`src/rtl/perf_event_counter_bank_if.sv`:
```
// ============================================================================
// Module   : perf_event_counter_bank_if
// Purpose  : Control, event and readback bundle for the perf counter bank.
// Revision : 1.0 - initial release
// ============================================================================
`default_nettype none

interface perf_event_counter_bank_if #(
   parameter int NUM_CH = 6,
   parameter int CNT_W  = 32
);
   localparam int c_selW = $clog2(NUM_CH + 1);

   logic              enable;
   logic              clear;
   logic              halt;
   logic [NUM_CH-1:0] event_i;
   logic              snap;
   logic [c_selW-1:0] rd_sel;
   logic              rd_shadow;
   logic [CNT_W-1:0]  rd_data;
   logic [NUM_CH:0]   overflow;
   logic              frozen;

   modport master (
      output enable, clear, halt, event_i, snap, rd_sel, rd_shadow,
      input  rd_data, overflow, frozen
   );

   modport slave (
      input  enable, clear, halt, event_i, snap, rd_sel, rd_shadow,
      output rd_data, overflow, frozen
   );
endinterface

`default_nettype wire

```
`src/rtl/perf_event_counter_bank.sv`:
```
// ============================================================================
// Module   : perf_event_counter_bank
// Purpose  : NUM_CH event counters plus a cycle counter with shadow snapshot.
// Revision : 1.0 - initial release
// ============================================================================
`default_nettype none

module perf_event_counter_bank #(
   parameter int NUM_CH   = 6,
   parameter int CNT_W    = 32,
   parameter int SAT_MODE = 0
) (
   input  wire logic clk,
   input  wire logic rst,
   perf_event_counter_bank_if.slave bus
);
   localparam int c_numCnt = NUM_CH + 1;
   localparam int c_selW   = $clog2(NUM_CH + 1);
   localparam logic [c_selW-1:0] c_maxSel = c_selW'(NUM_CH);

   typedef enum logic [1:0] {
      IDLE   = 2'd0,
      RUN    = 2'd1,
      FROZEN = 2'd2
   } state_t;

   state_t              r_state;
   state_t              w_nextState;
   logic [CNT_W-1:0]    r_live   [c_numCnt];
   logic [CNT_W-1:0]    r_shadow [c_numCnt];
   logic [CNT_W-1:0]    w_post   [c_numCnt];
   logic [c_numCnt-1:0] w_incr;
   logic [c_numCnt-1:0] w_wrap;
   logic [c_numCnt-1:0] r_ovf;
   logic [CNT_W-1:0]    r_rdData;
   logic [CNT_W-1:0]    w_rdMux;

   always_ff @(posedge clk) begin
      if (!rst) r_state <= IDLE;
      else      r_state <= w_nextState;
   end

   always_comb begin
      w_nextState = r_state;
      if (bus.clear) begin
         w_nextState = IDLE;
      end else begin
         case (r_state)
            IDLE:    if (bus.enable) w_nextState = RUN;
            RUN: begin
               if (bus.halt)         w_nextState = FROZEN;
               else if (!bus.enable) w_nextState = IDLE;
            end
            FROZEN:  w_nextState = FROZEN;
            default: w_nextState = IDLE;
         endcase
      end
   end

   // MSB of the increment vector is the cycle counter, which ticks every RUN cycle
   assign w_incr = (r_state == RUN) ? {1'b1, bus.event_i} : '0;

   always_comb begin
      w_wrap = '0;
      for (int i = 0; i < c_numCnt; i++) begin
         w_post[i] = r_live[i];
         if (w_incr[i]) begin
            if (&r_live[i]) begin
               w_wrap[i] = 1'b1;
               if (SAT_MODE == 0) w_post[i] = '0;
            end else begin
               w_post[i] = r_live[i] + CNT_W'(1);
            end
         end
      end
   end

   always_comb begin
      w_rdMux = '0;
      if (bus.rd_sel <= c_maxSel) begin
         w_rdMux = bus.rd_shadow ? r_shadow[bus.rd_sel] : r_live[bus.rd_sel];
      end
   end

   // Shadow captures the post-increment value even when clear zeroes the live bank
   always_ff @(posedge clk) begin
      if (!rst) begin
         r_ovf    <= '0;
         r_rdData <= '0;
         for (int i = 0; i < c_numCnt; i++) begin
            r_live[i]   <= '0;
            r_shadow[i] <= '0;
         end
      end else begin
         r_ovf    <= bus.clear ? '0 : (r_ovf | w_wrap);
         r_rdData <= w_rdMux;
         for (int i = 0; i < c_numCnt; i++) begin
            r_live[i] <= bus.clear ? '0 : w_post[i];
            if (bus.snap) r_shadow[i] <= w_post[i];
         end
      end
   end

   assign bus.rd_data  = r_rdData;
   assign bus.overflow = r_ovf;
   assign bus.frozen   = (r_state == FROZEN);
endmodule

`default_nettype wire

```
`src/flat_wrapper.sv`:
```
// flat-port wrapper written by rule: the top's interface ports become plain ports
module perf_event_counter_bank_flat 
#(
   parameter int NUM_CH   = 6,
   parameter int CNT_W    = 32,
   parameter int SAT_MODE = 0
)
  (clk, rst, bus_enable, bus_clear, bus_halt, bus_event_i, bus_snap, bus_rd_sel, bus_rd_shadow, bus_rd_data, bus_overflow, bus_frozen);
  perf_event_counter_bank_if #(.NUM_CH(NUM_CH), .CNT_W(CNT_W)) bus_i ();
  input  wire logic clk;
  input  wire logic rst;
  input wire logic [$bits(bus_i.enable)-1:0] bus_enable;
  input wire logic [$bits(bus_i.clear)-1:0] bus_clear;
  input wire logic [$bits(bus_i.halt)-1:0] bus_halt;
  input wire logic [$bits(bus_i.event_i)-1:0] bus_event_i;
  input wire logic [$bits(bus_i.snap)-1:0] bus_snap;
  input wire logic [$bits(bus_i.rd_sel)-1:0] bus_rd_sel;
  input wire logic [$bits(bus_i.rd_shadow)-1:0] bus_rd_shadow;
  output wire logic [$bits(bus_i.rd_data)-1:0] bus_rd_data;
  output wire logic [$bits(bus_i.overflow)-1:0] bus_overflow;
  output wire logic [$bits(bus_i.frozen)-1:0] bus_frozen;
  assign bus_i.enable = bus_enable;
  assign bus_i.clear = bus_clear;
  assign bus_i.halt = bus_halt;
  assign bus_i.event_i = bus_event_i;
  assign bus_i.snap = bus_snap;
  assign bus_i.rd_sel = bus_rd_sel;
  assign bus_i.rd_shadow = bus_rd_shadow;
  assign bus_rd_data = bus_i.rd_data;
  assign bus_overflow = bus_i.overflow;
  assign bus_frozen = bus_i.frozen;
  perf_event_counter_bank #(.NUM_CH(NUM_CH), .CNT_W(CNT_W), .SAT_MODE(SAT_MODE)) u_core (.clk(clk), .rst(rst), .bus(bus_i));
endmodule
```
`config.mk`:
```
export PLATFORM = sky130hd
export DESIGN_NAME = perf_event_counter_bank_flat
export DESIGN_NICKNAME = d
export VERILOG_FILES = /design/src/rtl/perf_event_counter_bank_if.sv /design/src/rtl/perf_event_counter_bank.sv /design/src/flat_wrapper.sv
export SDC_FILE = /design/constraint.sdc
export NUM_CORES = 1
export LEC_CHECK = 0
export ABC_AREA = 1
export BUFFER_PORTS_ARGS = -buffer_cell sky130_fd_sc_hd__buf_4
export CORE_ASPECT_RATIO = 1.5
export CORE_MARGIN = 1.5
export CORE_UTILIZATION = 40
export DETAILED_ROUTE_END_ITERATION = 12
export PLACE_DENSITY = 0.55
export REMOVE_ABC_BUFFERS = 1
export SLEW_MARGIN = 20
export SYNTH_ARGS = -nofsm -noshare
export SYNTH_HDL_FRONTEND = slang
export SYNTH_SLANG_ARGS = --single-unit
```
`constraint.sdc`:
```
create_clock -name clk -period 5.4 [get_ports clk]
set_input_delay 0.81 -clock clk [delete_from_list [all_inputs] [get_ports clk]]
set_output_delay 0.81 -clock clk [all_outputs]
set_load 0.1 [all_outputs]
```
-- Word-level counts from Yosys, hierarchy flattened
Memories as Yosys holds them, arrays and structs flattened.
Index checks and enable logic that the tools add are counted.
- $add $sub $neg: 7
- multipliers: 0
- divide/modulo/power cells: 0
- order comparisons: 1
- eq/ne operators: 4
- shift-type cells: 0
- muxes and demuxes: 60
- bitwise logic cells: 16
- reduce and logical (&&, ||, !) cells: 11
- operators by type and width (operator ; count):
    $mux W32 ; 36
    $add A32 B1 Y32 const B ; 7
    $reduce_and A32 Y1 ; 7
    $mux W1 ; 19
    $or A1 B1 Y1 ; 14
    $mux W7 ; 1
    $or A7 B7 Y7 ; 1
    $mux W2 ; 3
    $pmux W2 S3 ; 1
    $reduce_and A2 Y1 ; 2
    $le A3 B3 Y1 const B ; 1
    $ne A3 B3 Y1 const B ; 1
    $eq A2 B1 Y1 const B ; 1
    $eq A2 B2 Y1 const B ; 1
    $logic_not A2 Y1 ; 1
    $ne A2 B2 Y1 const B ; 1
    $reduce_or A2 Y1 ; 1
    $not A1 Y1 ; 1
- register bits: 41
- latch bits: 0
- memory bits (writable): 448
- ROM bits: 0
- input bits: 16
- output and inout bits: 40
- memories kept: 2
- memory list (name ; depth ; bits a word ; read ports ; clocked after memory_dff ; write ports ; RTL line ; RTL):
    u_core.r_live ; 7 ; 32 ; 8 ; 0 ; 7 ; perf_event_counter_bank.sv:29 ; logic [CNT_W-1:0] r_live [c_numCnt];
    u_core.r_shadow ; 7 ; 32 ; 1 ; 0 ; 7 ; perf_event_counter_bank.sv:30 ; logic [CNT_W-1:0] r_shadow [c_numCnt];

-- Logic depth before layout (Yosys ltp)
- depth in word-level cells: 5
- mapped depth: 10

-- Least setup slack after synthesis
OpenSTA, ideal clock, no wires.
- kind: input port to flip-flop
- from: input port rst
- to: memory u_core.r_shadow[0][0] (enable)
- arrival time: 3.917 ns
- data required time: 4.909 ns
- setup slack: 0.991 ns
- cell stages on the path: 3
- cells stage by stage: inv_1 > clkbuf_1 > or2_2
- RTL lines (item ; RTL line ; RTL):
    from (decl) ; flat_wrapper.sv:11 ; input wire logic rst;
    to (decl) ; perf_event_counter_bank.sv:30 ;

==> flow_summary.toml <==
[status]
status = "finished clean"

[global_routing]
grt_pass1_wl_um = 140000
antenna_found_initial = 0
grt_usage_pct = 28.4
globalRoute.totalOverflow = 0
grt_pass1_vias = 22610
grt_start_max_net_pins = 146

[timing]
hold_violations = 0
finalSetupViolCount = 0
finalCriticalPeriod_ps = 3040
tns_ps = 0
post-route-period-util_pct = 56.3
fmax_mhz = 329
holdWs_ps = 449
rsz0062_at_grt = "no"
finalMaxSlewViolations = 0
slew-limit-headroom_pct = 38.7
fin_ws_ps = 2360
skew_ps = 19.3
worst_slew_pin_slew_ps = 913

[die]
ios = 56
fp.dieH_um = 315
row_count = 114
die-area_um2 = 66500
initial_core_util_pct = 40.4
core_um2 = 64300
die_x_um = 211

[worst_setup_path]
r2r_slack_ps = 2360
timing.rr.end = "u_core.r_shadow[4][23]"
crit_fanout = 10
r2r_cells = 7
cp.required_ps = 5740
crit_end = "u_core.r_shadow[4][23]"
worstSetupEndpointType = "flop"
startpoint = "u_core.r_state[0]"
arrival_ps = 3390
reg2reg_from = "u_core.r_state[0]"
crit_type = "flop to flop"
cp-start-kind = "flop"

[clocking]
htree_levels = 2
holdBufCountCts = 0
cts_setup_buffers = 0
clockBufferDepth = 3
root_buffer = "clkbuf_16"
cts_sinks = 489
ctsResizeCount = 0
tritoncts = "done"
insertion_delay_ps = 610
cts_made_buffers = 50
clkTransAtPathRegs_ps = 70

[placed_design]
dp_hpwl_um = 69500
io_buffer_count = 55
gp_congestion = 1.01
dp_slack_ps = 2170

[routing]
drtIter0Drc = 1497
vias = 23423
drcViolationCount = 0
viasPerCell = 5.28
postRouteAntennaNets = 0
totalWireLength_um = 94700
detail_route.first_pass.iterations = 6
avgRoutedWirePerCell_um = 21.3

[synthesis]
syn_avg_cell_area_um2 = 7.31
synthCells = 3551
ys_types = 43
synth-main-ff-cell = "dfxtp_1"
ys_ff_latch = 489
yosysWarnings = 0
async_reset_ff_share_pct = 0
synth_edf_count = 224
syn-cell-area_um2 = 26000
ys_seq_area_share_pct = 46.3

[finish]
synthToLayoutAreaGrowth_pct = 10.7
antenna_cells = 0
layout-drive-gt1-share_pct = 7.93
num-fill-cells = 6657
fin_nets = 3552

[power_and_ir_drop]
vdd.ir_drop.worst_v = 0.000235
power.leakage_uw = 0.0105
power_uw = 8190
power.density_nw_per_um2 = 285

[hold_path]
hp-class = "input port to flop"

[flow_run]
maxCapViolations = 0
==> cell type report <==
| type | instances | area, um2 | area share [%] |
|---|---|---|---|
| timing repair buffer | 74 | 647 | 2.25 |
| clock buffer | 75 | 1500 | 5.22 |
| sequential | 489 | 12000 | 41.9 |
| inverter | 299 | 1130 | 3.94 |
| tap | 870 | 1090 | 3.79 |
| multi-input combinational | 2615 | 12200 | 42.5 |
| clock inverter | 18 | 140 | 0.488 |
==> layout by cell type, fill, tap and decap left out, types with 27 or more instances in the layout <==
cell | synthesis | layout
buf_4 | 0 | 66
nand4_1 | 58 | 58
clkbuf_16 | 0 | 53
dfxtp_1 | 265 | 265
edfxtp_1 | 224 | 224
inv_1 | 291 | 289
nand2_1 | 797 | 796
o21ai_0 | 125 | 125
xnor2_1 | 27 | 27
or2_2 | 43 | 41
xor2_1 | 46 | 46
o211ai_1 | 48 | 48
nor2_1 | 778 | 777
nor3_1 | 35 | 35
nand3_1 | 418 | 418
a21oi_1 | 117 | 117
==> Yosys cell counts (6+ instances only) <==
cell type,number,area (um2)
clkbuf_1,88,330
nand3b_1,10,75.1
or2_2,43,269
nor2_4,19,214
nand3_2,19,190
xor2_1,46,403
a21oi_1,117,586
xnor2_1,27,236
nand2_1,797,2990
nand4_1,58,363
inv_2,6,22.5
nand2_2,12,75.1
o21ai_0,125,626
buf_1,21,78.8
nor2_1,778,2920
dfxtp_1,265,5310
edfxtp_1,224,6730
o21bai_1,9,67.6
inv_1,291,1090
buf_2,36,180
ha_1,7,87.6
nor3_1,35,175
o22ai_1,8,50.1
nor2_2,12,75.1
o211ai_1,48,360
nand3_4,7,123
nand3_1,418,2090
==> logic make-up (layout without fill, tap and decap cells) <==
kind of cell | Yosys count | in the layout | synth area share, %
xor gates and xnor gates | 73 | 73 | 2.46
and+or+nand+nor | 2223 | 2223 | 37.5
adders and majority gates | 7 | 7 | 0.337
buffers and inverters | 447 | 466 | 6.75
DFF | 489 | 489 | 46.3
AOI/OAI and AO/OA | 312 | 312 | 6.65
==> where the power goes <==
group / leakage [uW] / internal [uW] / switching, uW / total (uW)
clock network: 0.000807 / 2010 / 1570 / 3580
logic: 0.00503 / 134 / 480 / 614
registers: 0.00462 / 3960 / 40.0 / 4000
total: 0.0105 / 6100 / 2090 / 8190
==> state kept, by name, summed over array words and instances, names as in the netlist <==
signal               count
u_core.r_live          224
u_core.r_state           2
u_core.r_shadow        224
u_core.bus.rd_data      32
u_core.bus.overflow      7
==> through the flow <==
step,utilization (%),cell area (um2),instances
2_1_floorplan,-,25300,3403
3_3_place_gp,42.1,27100,4347
3_5_place_dp,42.1,27100,4347
4_1_cts,44.7,28700,4440
5_1_grt,44.7,28700,4440
6_report,44.7,28700,4440
==> worst max-delay path: stages (launching register included) <==
cell	delay [ps]
dfxtp_1	910
nand3_4	270
nor2_4	230
nand2_1	180
nor2_1	370
nand3_1	440
nand3_1	310
nor2_1	60
==> routing by layer <==
metal / up-vias / global-route usage, % / share of wire, % / wire length [um]
met4: 0 / 20.1 / 7.8 / 7390
met1: 10934 / 30.9 / 37 / 35200
li1: 11541 / - / - / -
met3: 260 / 2.78 / 4.3 / 4080
met5: - / 0 / 0 / 0
met2: 688 / 51.4 / 51 / 48000
==> how the worst min path moves through the flow <==
stage	startpoint	slack [ps]	endpoint	depth (start not counted)
after global placement	u_core.bus.overflow[5]	440	u_core.bus.overflow[5]	2
after detailed placement	u_core.bus.overflow[2]	440	u_core.bus.overflow[2]	2
after global routing	bus_clear	460	u_core.r_live[6][13]	2
after floorplan	u_core.r_live[2][1]	490	u_core.r_live[2][1]	2
after CTS	bus_enable	420	u_core.r_state[0]	2
final	bus_enable	450	u_core.r_state[0]	2
No activity file was read; power rests on OpenSTA's default activity.
